`config.mk`:
```
export PLATFORM = sky130hd
export DESIGN_NAME = palindrome_stream_tx_flat
export DESIGN_NICKNAME = d
export VERILOG_FILES = /design/src/rtl/palindrome_stream_tx_if.sv /design/src/rtl/palindrome_stream_tx.sv /design/src/flat_wrapper.sv
export SDC_FILE = /design/constraint.sdc
export NUM_CORES = 1
export LEC_CHECK = 0
export ABC_AREA = 1
export CAP_MARGIN = 20
export CORE_MARGIN = 2
export CORE_UTILIZATION = 53
export CTS_BUF_LIST = sky130_fd_sc_hd__clkbuf_4
export DETAILED_ROUTE_END_ITERATION = 12
export PLACE_DENSITY = 0.82
export SETUP_SLACK_MARGIN = 0.15
export SKIP_LAST_GASP = 1
export SYNTH_ARGS = -nofsm -noshare
export SYNTH_HDL_FRONTEND = slang
export SYNTH_SLANG_ARGS = --single-unit
```
`constraint.sdc`:
```
create_clock -name clk -period 5.1 [get_ports clk]
set_clock_uncertainty 0.05 [all_clocks]
set_input_delay 1.02 -clock clk [delete_from_list [all_inputs] [get_ports clk]]
set_output_delay 1.02 -clock clk [all_outputs]
set_load 0.005 [all_outputs]
```
`src/rtl/palindrome_stream_tx_if.sv`:
```
// Control and nibble-stream bundle for the palindrome stimulus transmitter.
// The master side is the transmitter; the slave side is the VIO/consumer.
interface palindrome_stream_tx_if;
   logic        start;
   logic [63:0] seq_in;
   logic [3:0]  len_in;
   logic        mirror_in;
   logic        abort;
   logic [3:0]  tx_data;
   logic        tx_valid;
   logic        tx_ready;
   logic        tx_first;
   logic        tx_last;
   logic [3:0]  tx_index;
   logic        busy;
   logic        done;

   modport master (
      input  start, seq_in, len_in, mirror_in, abort, tx_ready,
      output tx_data, tx_valid, tx_first, tx_last, tx_index, busy, done
   );

   modport slave (
      output start, seq_in, len_in, mirror_in, abort, tx_ready,
      input  tx_data, tx_valid, tx_first, tx_last, tx_index, busy, done
   );
endinterface

```
`src/rtl/palindrome_stream_tx.sv`:
```
// Captures a 64-bit nibble sequence and streams it MSB-nibble-first over
// valid/ready, optionally mirroring the first half so the stream is a palindrome.
module palindrome_stream_tx (
   input logic                    clk,
   input logic                    reset,
   palindrome_stream_tx_if.master bus
);
   typedef enum logic [1:0] {IDLE, SEND, DONE} state_t;

   state_t      state_q, state_d;
   logic [63:0] seq_q, seq_d;
   logic [3:0]  last_q, last_d;   // N-1; len 0 wraps to 15, i.e. N=16
   logic [3:0]  idx_q, idx_d;
   logic        mirror_q, mirror_d;

   logic        send;
   logic        xfer;
   logic [4:0]  half;
   logic [3:0]  src;
   logic [5:0]  msb;

   assign send = (state_q == SEND);
   assign xfer = send & bus.tx_ready;

   // ceil(N/2) = (N+1)/2 = (last+2)/2; positions at or beyond it reflect.
   assign half = ({1'b0, last_q} + 5'd2) >> 1;
   assign src  = (mirror_q && ({1'b0, idx_q} >= half)) ? (last_q - idx_q) : idx_q;
   assign msb  = 6'd63 - {src, 2'b00};

   always_ff @(posedge clk or posedge reset) begin
      if (reset) begin
         state_q  <= IDLE;
         seq_q    <= '0;
         last_q   <= '0;
         idx_q    <= '0;
         mirror_q <= 1'b0;
      end else begin
         state_q  <= state_d;
         seq_q    <= seq_d;
         last_q   <= last_d;
         idx_q    <= idx_d;
         mirror_q <= mirror_d;
      end
   end

   always_comb begin
      state_d  = state_q;
      seq_d    = seq_q;
      last_d   = last_q;
      idx_d    = idx_q;
      mirror_d = mirror_q;
      case (state_q)
         IDLE: begin
            if (bus.start) begin
               seq_d    = bus.seq_in;
               last_d   = bus.len_in - 4'd1;
               mirror_d = bus.mirror_in;
               idx_d    = '0;
               state_d  = SEND;
            end
         end
         SEND: begin
            if (xfer) begin
               if (idx_q == last_q) state_d = DONE;
               else                 idx_d   = idx_q + 4'd1;
            end
            // Abort wins over DONE: a coinciding transfer still happens, no done pulse.
            if (bus.abort) state_d = IDLE;
         end
         DONE:    state_d = IDLE;
         default: state_d = IDLE;
      endcase
   end

   assign bus.tx_valid = send;
   assign bus.tx_data  = send ? seq_q[msb -: 4] : 4'd0;
   assign bus.tx_first = send & (idx_q == 4'd0);
   assign bus.tx_last  = send & (idx_q == last_q);
   assign bus.tx_index = idx_q;
   assign bus.busy     = (state_q != IDLE);
   assign bus.done     = (state_q == DONE);
endmodule
```
`src/flat_wrapper.sv`:
```
// flat-port wrapper written by rule: the top's interface ports become plain ports
module palindrome_stream_tx_flat 
  (clk, reset, bus_start, bus_seq_in, bus_len_in, bus_mirror_in, bus_abort, bus_tx_ready, bus_tx_data, bus_tx_valid, bus_tx_first, bus_tx_last, bus_tx_index, bus_busy, bus_done);
  palindrome_stream_tx_if bus_i ();
  input logic clk;
  input logic reset;
  input wire logic [$bits(bus_i.start)-1:0] bus_start;
  input wire logic [$bits(bus_i.seq_in)-1:0] bus_seq_in;
  input wire logic [$bits(bus_i.len_in)-1:0] bus_len_in;
  input wire logic [$bits(bus_i.mirror_in)-1:0] bus_mirror_in;
  input wire logic [$bits(bus_i.abort)-1:0] bus_abort;
  input wire logic [$bits(bus_i.tx_ready)-1:0] bus_tx_ready;
  output wire logic [$bits(bus_i.tx_data)-1:0] bus_tx_data;
  output wire logic [$bits(bus_i.tx_valid)-1:0] bus_tx_valid;
  output wire logic [$bits(bus_i.tx_first)-1:0] bus_tx_first;
  output wire logic [$bits(bus_i.tx_last)-1:0] bus_tx_last;
  output wire logic [$bits(bus_i.tx_index)-1:0] bus_tx_index;
  output wire logic [$bits(bus_i.busy)-1:0] bus_busy;
  output wire logic [$bits(bus_i.done)-1:0] bus_done;
  assign bus_i.start = bus_start;
  assign bus_i.seq_in = bus_seq_in;
  assign bus_i.len_in = bus_len_in;
  assign bus_i.mirror_in = bus_mirror_in;
  assign bus_i.abort = bus_abort;
  assign bus_i.tx_ready = bus_tx_ready;
  assign bus_tx_data = bus_i.tx_data;
  assign bus_tx_valid = bus_i.tx_valid;
  assign bus_tx_first = bus_i.tx_first;
  assign bus_tx_last = bus_i.tx_last;
  assign bus_tx_index = bus_i.tx_index;
  assign bus_busy = bus_i.busy;
  assign bus_done = bus_i.done;
  palindrome_stream_tx u_core (.clk(clk), .reset(reset), .bus(bus_i));
endmodule
```
## Yosys cells after proc, flatten, opt, wreduce, memory -nomap -nowiden

Index checks and enable logic that the tools add are counted.

| word-level totals | value |
|---|---|
| bits in registers | 75 |
| output and inout bits | 13 |
| input bits | 74 |

| operators by class | value |
|---|---|
| muxes and demuxes | 11 |
| bitwise gates (word level) | 3 |
| add/subtract/negate cells | 5 |
| magnitude comparators | 1 |
| shifts and indexed selects | 1 |
| reductions and logical operators | 8 |
| equality and inequality tests | 8 |

Operators with widths:

| kind | number |
|---|---|
| $shiftx 67x7->4 | 1 |
| $mux 4 | 5 |
| $mux 2 | 4 |
| $pmux 4 s2 | 1 |
| $ne 2x2->1 const B | 3 |
| $ne 3x3->1 const B | 2 |
| $sub 6x6->6 const A | 1 |
| $add 4x2->5 const B | 1 |
| $add 4x1->4 const B | 1 |
| $eq 4x4->1 | 1 |
| $ge 4x4->1 | 1 |
| $logic_not 4->1 | 1 |
| $pmux 2 s2 | 1 |
| $reduce_and 4->1 | 1 |
| $reduce_bool 2->1 | 2 |
| $sub 4x1->4 const B | 1 |
| $sub 4x4->4 | 1 |
| $and 1x1->1 | 3 |
| $reduce_and 3->1 | 1 |
| $eq 2x1->1 const B | 1 |
| $eq 2x2->1 const B | 1 |
| $logic_not 2->1 | 1 |
| $reduce_and 2->1 | 1 |
| $logic_and 1x1->1 | 1 |

## Longest topological paths before layout

Gate-level depths: netlist of the first run.

| logic depth | value |
|---|---|
| depth in word-level cells | 7 |
| gate-level depth with buffers | 17 |
| depth with buffers taken out | 16 |

## Worst setup path before layout of the first run

No wires, ideal clock.

| timing path | value |
|---|---|
| path type | flip-flop to output port |
| start point | reg u_core.last_q[1] |
| end point | out bus_tx_data[1] |
| stages on the path, launching flop included | 17 |
| data required time | 4.030 ns |
| arrival | 2.157 ns |
| path buffers | 1 |
| setup slack | 1.873 ns |
| cell sequence | dfrtp_1 > ha_1 > xnor2_1 > ha_1 > nand2_1 > inv_1 > nand2_1 > nand3_4 > nand2_8 > nand2_1 > o21ai_4 > buf_4 > nand3_1 > nand3_1 > nand2_1 > nor2_1 > nor2_1 |

| on the way | value |
|---|---|
| cells in the longest elaborated chain, start to end | 7 |
| elaborated cells between the ends (all ways) | 8 |
| classes of those cells | add/sub (3); order compare (1); shift (1); mux (2); reduce/logical (1) |

RTL lines:

| element | RTL line | RTL |
|---|---|---|
| from (decl) | palindrome_stream_tx.sv:12 | `logic [3:0] last_q, last_d;` |
| from (signal assigned) | palindrome_stream_tx.sv:40 | `last_q <= last_d;` |
| $add 4x2->5 | palindrome_stream_tx.sv:26 | `assign half = ({1'b0, last_q} + 5'd2) >> 1;` |
| $ge 4x4->1 | palindrome_stream_tx.sv:27 | `assign src = (mirror_q && ({1'b0, idx_q} >= half)) ? (last_q - idx_q) : idx_q;` |
| $logic_and 1x1->1 | palindrome_stream_tx.sv:27 |  |
| $mux 4 (*) | palindrome_stream_tx.sv:27 |  |
| $sub 6x6->6 (*) | palindrome_stream_tx.sv:28 | `assign msb = 6'd63 - {src, 2'b00};` |
| $shiftx 67x7->4 (*) | palindrome_stream_tx.sv:76 | `assign bus.tx_data = send ? seq_q[msb -: 4] : 4'd0;` |
| $mux 4 (*) | palindrome_stream_tx.sv:76 |  |
| to (decl) | flat_wrapper.sv:13 | `output wire logic [$bits(bus_i.tx_data)-1:0] bus_tx_data;` |

Mark *: on every way between the ends. The rest lies on a longest branch, timed or not.

## Worst setup path in the final report of the first run

Same ends and word-level chain as after synthesis.

==> results of run 1 <==
## sequential cells by signal, indices dropped and copies added, names as in the netlist
name                 flops
u_core.seq_q            64
u_core.state_q           2
u_core.mirror_q          1
u_core.bus.tx_index      4
u_core.last_q            4
## worst max path at each step
stage                     end  slack [ns]  cells after the start
3_3_place_gp   bus_tx_data[0]        1.04                     17
5_1_grt        bus_tx_data[1]        0.27                     17
2_1_floorplan  bus_tx_data[1]        1.87                     16
4_1_cts        bus_tx_data[0]        0.47                     17
6_report       bus_tx_data[1]        0.49                     17
3_5_place_dp   bus_tx_data[0]        0.97                     17
## logic make-up after synthesis
kind of cell	count (synthesis)	synth area share, %
AOI/OAI and AO/OA	26	3.711
buffers and inverters	53	5.831
and+or+nand+nor	362	38.45
xor gates and xnor gates	6	1.310
DFF	75	46.77
adders and majority gates	12	3.929
## cells in the final DEF (no fill, tap or decap), drive strengths merged, types with 2 or more instances in the layout
cell	n
a21oi	3
buf	3
clkbuf	9
clkdlybuf4s50	86
clkinv	2
clkinvlp	4
dfrtp	75
ha	11
inv	33
nand2	261
nand3	70
nand4	2
nor2	26
nor3	3
o21ai	23
xnor2	4
xor2	2
## critical path: cells and delay by family, from the launching register on
kind | cells | cell delay (ns)
AND/OR/NAND/NOR | 12 | 1.39
buffers and inverters | 2 | 0.55
adder cells (fa/ha/maj) | 2 | 0.51
flip-flops | 1 | 0.46
XOR/XNOR | 1 | 0.17
## synth_stat cells, drive strengths merged
cell type,number
a21oi,3
clkbuf,13
ha,11
o21ai,23
xor2,2
nor3,3
nand3,70
buf,7
nand2,261
fa,1
nor2,26
dfrtp,75
xnor2,4
inv,32
nand4,2
clkinv,1
## routing by layer
layer  GRT usage [%]  vias up  share of wire, %
li1                -     1840                 -
met1           36.25     1695                45
met2           41.54      159                47
met3           4.647       24               6.2
met4           9.596        0               2.4
met5               0        -                 0
## report_power, final
part / internal, mW / switching [mW]
registers: 0.858 / 0.193
logic: 0.665 / 1.09
clock network: 0.0970 / 0.217
## final cells by class
| type | count | area (um2) |
|---|---|---|
| flip-flops and latches | 75 | 1877 |
| repair buffers | 89 | 895.9 |
| inverters | 33 | 123.9 |
| fillers | 631 | 2257 |
| well taps | 99 | 123.9 |
| multi-input cells | 406 | 1904 |
| clock buffers | 9 | 67.56 |
| clock inverters | 6 | 42.54 |
==> tab_implementation.tex, run 1 <==
\begin{tabular}{lr}
\hline
Metric & Value \\
\hline
\multicolumn{2}{l}{\textbf{Timing}} \\
\quad Hold Worst Slack & between 0.4 and 0.5 ns \\
\quad Slew @ Worst Pin & just under 0.8 ns \\
\quad Final critical path time including I/O delays and setup & between 4 and 5 ns \\
\quad Setup TNS & 0 ns \\
\quad Final hold viol count & 0 \\
\quad Unrepaired setup endpoints after global routing & false \\
\quad Worst path setup slack after routing & slightly below 0.5 ns \\
\quad Count of endpoints failing setup in the final report & 0 \\
\quad Number of slew-limit violations in the final report & 0 \\
\quad Upper clock frequency limit & approximately 0.22 GHz \\
\quad Part of the cycle the worst path needs & 90.43\% \\
\quad Slew Limit Headroom & a little under half \\
\multicolumn{2}{l}{\textbf{Place}} \\
\quad HPWL after DPL & roughly 7300 um \\
\quad Buffers added on ports & between 80 and 90 \\
\quad Placement-stage worst setup slack & between 0.9 and 1 ns \\
\quad Placed cell count & roughly 700 \\
\quad Post-detailed-placement cell area & $\sim$0.0049 mm2 \\
\quad Placer congestion estimate & 0.9064 \\
\multicolumn{2}{l}{\textbf{Cells and area}} \\
\quad Final layout net count & 700 \\
\quad Share of the core filled with cells & 69.05\% \\
\quad Design Area, Final & around 0.005 mm2 \\
\quad Cell Count, Final, Fillers Out & 717 \\
\quad Antenna Diode Count & 0 \\
\quad Proportion of layout cells with a drive suffix above 1 & 5.340\% \\
\quad Synth-to-Final Area Change & 25.48\% \\
\multicolumn{2}{l}{\textbf{Routing}} \\
\quad Number of design rule violations left after detail routing & 0 \\
\quad TritonRoute pass-1 iters & 5 \\
\quad Detailed Route Iter0 Violations & about 230 \\
\quad WL/cell & approximately 14 um \\
\quad Post-Route WL & just over 10000 um \\
\quad Total via count after detailed routing & between 3000 and 4000 \\
\quad Post-DRT Antenna Nets & 0 \\
\quad Mean number of vias per cell & 5.185 \\
\multicolumn{2}{l}{\textbf{Clock tree}} \\
\quad Hold Buf Count CTS & 0 \\
\quad Cell at the root of the clock tree & sky130\_fd\_sc\_hd\_\_clkbuf\_4 \\
\quad Register clock-pin slew on the reported worst setup and hold paths & between 0.1 and 0.15 ns \\
\quad Clock tree buffer depth & 2 \\
\quad Post-cts gate resize count & 0 \\
\quad TritonCTS buffer count & 9 \\
\quad TritonCTS clock tree & built \\
\quad Number of H-tree levels & 3 \\
\quad Clock network latency to the later pin of the worst-skew pair & between 0.4 and 0.5 ns \\
\quad Clk sinks & 75 \\
\quad Setup Fix Bufs, Post-CTS & 0 \\
\multicolumn{2}{l}{\textbf{Synth}} \\
\quad Post-synthesis instance total & approximately 530 \\
\quad Syn. warnings & 0 \\
\quad Synthesized Nets & 620 \\
\quad Count of different cell masters after synthesis & 29 \\
\quad Library cell with the largest summed area after synthesis & sky130\_fd\_sc\_hd\_\_dfrtp\_1 \\
\quad Portion of the post-synthesis area used by sequential elements & roughly 47\% \\
\quad Yosys top cell area share & a little under half \\
\quad Summed instance area of the synthesized netlist & about 0.0040 mm2 \\
\quad Top area cells in the synthesized netlist & sky130\_fd\_sc\_hd\_\_dfrtp\_1 (47\%), sky130\_fd\_sc\_hd\_\_nand2\_1 (24\%), sky130\_fd\_sc\_hd\_\_nand3\_1 (8.4\%), sky130\_fd\_sc\_hd\_\_ha\_1 (3.4\%), sky130\_fd\_sc\_hd\_\_inv\_1 (2.8\%) \\
\quad Mean Syn Cell Area & 7.514 um2 \\
\quad \#FFs+latches synth & 75 \\
\multicolumn{2}{l}{\textbf{Die}} \\
\quad Die extent in y & 91.01 um \\
\quad Die boundary width & 91.01 um \\
\quad Area of the core region & approximately 0.0073 mm2 \\
\quad Count of standard-cell rows & 31 \\
\quad Starting density of the core & roughly 55\% \\
\quad Ports placed on the boundary & 87 \\
\quad Full die area & about 0.0083 mm2 \\
\multicolumn{2}{l}{\textbf{Min path}} \\
\quad Classification of the worst-slack hold path & reg -> reg \\
\quad Hold Crit Depth & 2 \\
\quad Hold Path Sink & u\_core.seq\_q[52]\$\_DFFE\_PP0P\_ \\
\quad Launch instance of the worst min-delay path & u\_core.seq\_q[52]\$\_DFFE\_PP0P\_ \\
\multicolumn{2}{l}{\textbf{Worst setup path}} \\
\quad Setup slack of the most critical reg-to-reg path & 2.97 ns \\
\quad Category of the most critical setup path & reg -> out \\
\quad Worst endpoint required time & roughly 4 ns \\
\quad Origin of the worst setup path & u\_core.last\_q[1]\$\_DFFE\_PP0P\_ \\
\quad R2R Path End & u\_core.bus.tx\_index[0]\$\_DFFE\_PP0P\_ \\
\quad Worst-path maximum fanout & 25 \\
\quad CP max stage delay & $\sim$0.52 ns \\
\quad Startpoint type of the worst setup path & register \\
\quad Arrival time at the worst endpoint & 3.54 ns \\
\quad CP most frequent cell & sky130\_fd\_sc\_hd\_\_nand2\_1 \\
\quad Logic depth of the worst register-to-register path & 8 \\
\quad Worst setup EP type & primary output \\
\quad RR Startpoint & u\_core.state\_q[0]\$\_DFFE\_PP0P\_ \\
\quad Master of the slowest instance on the critical path & sky130\_fd\_sc\_hd\_\_clkdlybuf4s50\_1 \\
\quad Worst-path cell chain & ha\_1 > xnor2\_1 > ha\_1 > nand2\_1 > inv\_1 > nand2\_1 > nand3\_4 > nand2\_8 > nand2\_8 > nand2\_4 > nand2\_1 > nand3\_1 > nand3\_1 > nand3\_1 > nand2\_1 > nor2\_1 > clkdlybuf4s50\_1 \\
\multicolumn{2}{l}{\textbf{Global routing}} \\
\quad GRT Resource Usage Total & 26.20\% \\
\quad Number of global-route vias before repair & between 3000 and 4000 \\
\quad First-pass GRT wire length & between 15000 and 20000 um \\
\quad Initial antenna violation count & 0 \\
\quad Overflow after GRT & 0 \\
\quad Maximum number of pins on one net before global-route repair & 74 \\
\multicolumn{2}{l}{\textbf{Pwr}} \\
\quad Tot Pwr & about 3.1 mW \\
\quad Leakage & approximately 2.5 nW \\
\quad Power per unit of standard cell area & between 600 and 700 mW/mm2 \\
\quad Worst vdd rail ir drop & $\sim$0.26 mV \\
\multicolumn{2}{l}{\textbf{Job}} \\
\quad Number of max-cap violations & 0 \\
\multicolumn{2}{l}{\textbf{Run status}} \\
\quad Status & complete, no violations \\
\hline
\end{tabular}
Power figures use the tool's default switching activity.
==> inputs of run 2 (changes only) <==
--- a/config.mk
+++ b/config.mk
@@ -14,6 +14,7 @@
 export PLACE_DENSITY = 0.82
 export SETUP_SLACK_MARGIN = 0.15
 export SKIP_LAST_GASP = 1
+export SLEW_MARGIN = 20
 export SYNTH_ARGS = -nofsm -noshare
 export SYNTH_HDL_FRONTEND = slang
 export SYNTH_SLANG_ARGS = --single-unit
==> run 2 against run 1 <==
Die area unchanged; via count up 0.83%; largest cell class unchanged; largest power group unchanged; routed wire length is 0.27% higher; fmax fell by 0.44%; utilization is 0.26 points lower; clock-buffer cell count unchanged; cell count is 0.14% lower; design area is 0.37% lower; critical path type unchanged; clock power is essentially flat.
==> tab_implementation.tex, run 2 (synthesis results as in run 1) <==
\begin{tabular}{lr}
\hline
Metric & Value \\
\hline
\multicolumn{2}{l}{\textbf{Place}} \\
\quad Placer congestion estimate & 0.9064 (unchanged) \\
\quad HPWL after DPL & 7336 um (unchanged) \\
\quad Placement-stage worst setup slack & 0.9713 ns (unchanged) \\
\quad Buffers added on ports & 86 (unchanged) \\
\multicolumn{2}{l}{\textbf{Worst setup path}} \\
\quad Top delay family on crit path & simple AND/OR/NAND/NOR gates \\
\quad Crit path buffers/inverters & 2 (unchanged) \\
\quad Master of the slowest instance on the critical path & sky130\_fd\_sc\_hd\_\_clkdlybuf4s50\_1 \\
\quad Worst-path cell chain & ha\_1 > xnor2\_1 > ha\_1 > nand2\_1 > inv\_1 > nand2\_1 > nand3\_4 > nand2\_8 > nand2\_8 > nand2\_4 > nand2\_1 > nand3\_1 > nand3\_1 > nand3\_1 > nand2\_1 > nor2\_1 > clkdlybuf4s50\_1 \\
\quad Logic depth of the worst register-to-register path & 4 (-4) \\
\quad R2R Path End & u\_core.seq\_q[40]\$\_DFFE\_PP0P\_ \\
\quad Setup slack of the most critical reg-to-reg path & 2.59 ns (-0.38 ns) \\
\quad RR Startpoint & u\_core.state\_q[0]\$\_DFFE\_PP0P\_ \\
\quad Category of the most critical setup path & reg -> out \\
\quad CP most frequent cell & sky130\_fd\_sc\_hd\_\_nand2\_1 \\
\quad Arrival time at the worst endpoint & 3.56 ns (+0.02 ns) \\
\quad Worst-path maximum fanout & 25 (unchanged) \\
\quad Worst endpoint required time & 4.03 ns (about the same) \\
\quad Startpoint type of the worst setup path & register \\
\quad CP max stage delay & 0.52 ns (about the same) \\
\quad Worst setup EP type & primary output \\
\multicolumn{2}{l}{\textbf{Clock tree}} \\
\quad Number of H-tree levels & 3 (unchanged) \\
\quad Clock network latency to the later pin of the worst-skew pair & 0.42 ns (about the same) \\
\quad Clk sinks & 75 (unchanged) \\
\quad Setup Fix Bufs, Post-CTS & 0 (unchanged) \\
\quad Clock tree buffer depth & 2 (unchanged) \\
\quad TritonCTS clock tree & built \\
\quad Cell at the root of the clock tree & sky130\_fd\_sc\_hd\_\_clkbuf\_4 \\
\quad Register clock-pin slew on the reported worst setup and hold paths & 0.13 ns (about the same) \\
\quad TritonCTS buffer count & 9 (unchanged) \\
\quad Post-cts gate resize count & 0 (unchanged) \\
\quad Hold Buf Count CTS & 0 (unchanged) \\
\multicolumn{2}{l}{\textbf{Min path}} \\
\quad Launch instance of the worst min-delay path & u\_core.seq\_q[52]\$\_DFFE\_PP0P\_ \\
\quad Hold Path Sink & u\_core.seq\_q[52]\$\_DFFE\_PP0P\_ \\
\quad Hold Crit Depth & 2 (unchanged) \\
\quad Classification of the worst-slack hold path & reg -> reg \\
\multicolumn{2}{l}{\textbf{Cells and area}} \\
\quad Proportion of layout cells with a drive suffix above 1 & 5.186\% (-0.15 points) \\
\quad Max FFs per register & 64 (unchanged) \\
\quad Commonest cells after routing, fill and taps aside & sky130\_fd\_sc\_hd\_\_nand2\_1 (254), sky130\_fd\_sc\_hd\_\_clkdlybuf4s50\_1 (86), sky130\_fd\_sc\_hd\_\_dfrtp\_1 (75), sky130\_fd\_sc\_hd\_\_nand3\_1 (67), sky130\_fd\_sc\_hd\_\_inv\_1 (29) \\
\quad Most common cell after layout, fill and taps aside & sky130\_fd\_sc\_hd\_\_nand2\_1 \\
\quad Antenna Diode Count & 0 (unchanged) \\
\quad Final layout net count & 699 (-0.14\%) \\
\quad Share of the core filled with cells & 68.79\% (-0.26 points) \\
\quad Top reg by flops & u\_core.seq\_q \\
\quad Synth-to-Final Area Change & 25.01\% \\
\multicolumn{2}{l}{\textbf{Die}} \\
\quad Full die area & 0.008283 mm2 (unchanged) \\
\quad Starting density of the core & 55.03\% (unchanged) \\
\quad Area of the core region & 0.007292 mm2 (unchanged) \\
\quad Die extent in y & 91.01 um (unchanged) \\
\quad Die boundary width & 91.01 um (unchanged) \\
\quad Ports placed on the boundary & 87 (unchanged) \\
\quad Count of standard-cell rows & 31 (unchanged) \\
\multicolumn{2}{l}{\textbf{Pwr}} \\
\quad Worst vdd rail ir drop & 0.2609 mV (-1.0\%) \\
\quad Tot Pwr & 3.118 mW (about the same) \\
\quad Leakage & 2.508 nW (-0.37\%) \\
\quad Power per unit of standard cell area & 621.7 mW/mm2 (+0.31\%) \\
\multicolumn{2}{l}{\textbf{Job}} \\
\quad Number of max-cap violations & 0 (unchanged) \\
\multicolumn{2}{l}{\textbf{Routing}} \\
\quad Post-DRT Antenna Nets & 0 (unchanged) \\
\quad Total via count after detailed routing & 3749 (+0.83\%) \\
\quad TritonRoute pass-1 iters & 5 (unchanged) \\
\quad Mean number of vias per cell & 5.236 (+0.97\%) \\
\quad Number of design rule violations left after detail routing & 0 (unchanged) \\
\quad Post-Route WL & 10250 um (+0.27\%) \\
\quad Detailed Route Iter0 Violations & 220 (-2.7\%) \\
\quad WL/cell & 14.32 um (+0.41\%) \\
\multicolumn{2}{l}{\textbf{Timing}} \\
\quad Final critical path time including I/O delays and setup & 4.632 ns (+0.02034 ns) \\
\quad Count of endpoints failing setup in the final report & 0 (unchanged) \\
\quad Part of the cycle the worst path needs & 90.83\% (+0.40 points) \\
\quad Slew @ Worst Pin & 0.9087 ns (+0.1134 ns) \\
\quad Slew Limit Headroom & 39.42\% (-7.5 points) \\
\quad Hold Worst Slack & 0.4465 ns (+0.0007900 ns) \\
\quad Number of slew-limit violations in the final report & 0 (unchanged) \\
\quad Worst path setup slack after routing & 0.4677 ns (-0.02034 ns) \\
\quad Setup TNS & 0 ns (unchanged) \\
\quad Upper clock frequency limit & 0.2159 GHz (-0.44\%) \\
\quad Final hold viol count & 0 (unchanged) \\
\quad Unrepaired setup endpoints after global routing & false \\
\multicolumn{2}{l}{\textbf{Global routing}} \\
\quad GRT Resource Usage Total & 26.20\% (unchanged) \\
\quad Maximum number of pins on one net before global-route repair & 74 (unchanged) \\
\quad First-pass GRT wire length & 17370 um (unchanged) \\
\quad Overflow after GRT & 0 (unchanged) \\
\quad Number of global-route vias before repair & 3601 (unchanged) \\
\quad Initial antenna violation count & 0 (unchanged) \\
\multicolumn{2}{l}{\textbf{Run status}} \\
\quad Status & complete, no violations \\
\hline
\end{tabular}
## run 2: per-layer routing
layer / GRT usage, % / up-vias / part of all wire [%]
met2: 41.54 / 167 / 47
met3: 4.647 / 20 / 6.3
li1: - / 1839 / -
met1: 36.25 / 1723 / 45
met5: 0 / - / 0
met4: 9.596 / 0 / 2.2
## run 2: final cells by class
class / instances / area, um2
flip-flops and latches: 75 / 1877
fillers: 635 / 2276
well taps: 99 / 123.9
clock buffers: 9 / 67.56
multi-input cells: 406 / 1904
clock inverters: 6 / 42.54
inverters: 33 / 125.1
repair buffers: 88 / 875.8
## run 2: how the worst max path moves through the flow
stage / slack (ns) / cells past startpoint / from / end
6_report: 0.47 / 17 / u_core.last_q[1]$_DFFE_PP0P_ / bus_tx_data[1]
5_1_grt: 0.27 / 17 / u_core.last_q[1]$_DFFE_PP0P_ / bus_tx_data[1]
4_1_cts: 0.47 / 17 / u_core.last_q[1]$_DFFE_PP0P_ / bus_tx_data[0]
3_5_place_dp: 0.97 / 17 / u_core.last_q[1]$_DFFE_PP0P_ / bus_tx_data[0]
3_3_place_gp: 1.04 / 17 / u_core.last_q[1]$_DFFE_PP0P_ / bus_tx_data[0]
2_1_floorplan: 1.87 / 16 / u_core.last_q[1]$_DFFE_PP0P_ / bus_tx_data[1]
## run 2: stage by stage
step | instances | area [um2]
after floorplan | 534 | 4013
after global placement | 701 | 4905
after detailed placement | 701 | 4905
after CTS | 716 | 5015
after global routing | 716 | 5016
final | 716 | 5016
## run 2: where the power goes
| group | switching (mW) | internal [mW] | total (mW) |
|---|---|---|---|
| sequential | 0.193 | 0.858 | 1.05 |
| combinational | 1.09 | 0.661 | 1.75 |
| clock | 0.217 | 0.0970 | 0.314 |
## run 2: tightest hold or removal path, delay by kind of cell, from the launching register on
kind,cells,cell delay [ns]
AND/OR/NAND/NOR,2,0.10
flip-flops,1,0.37
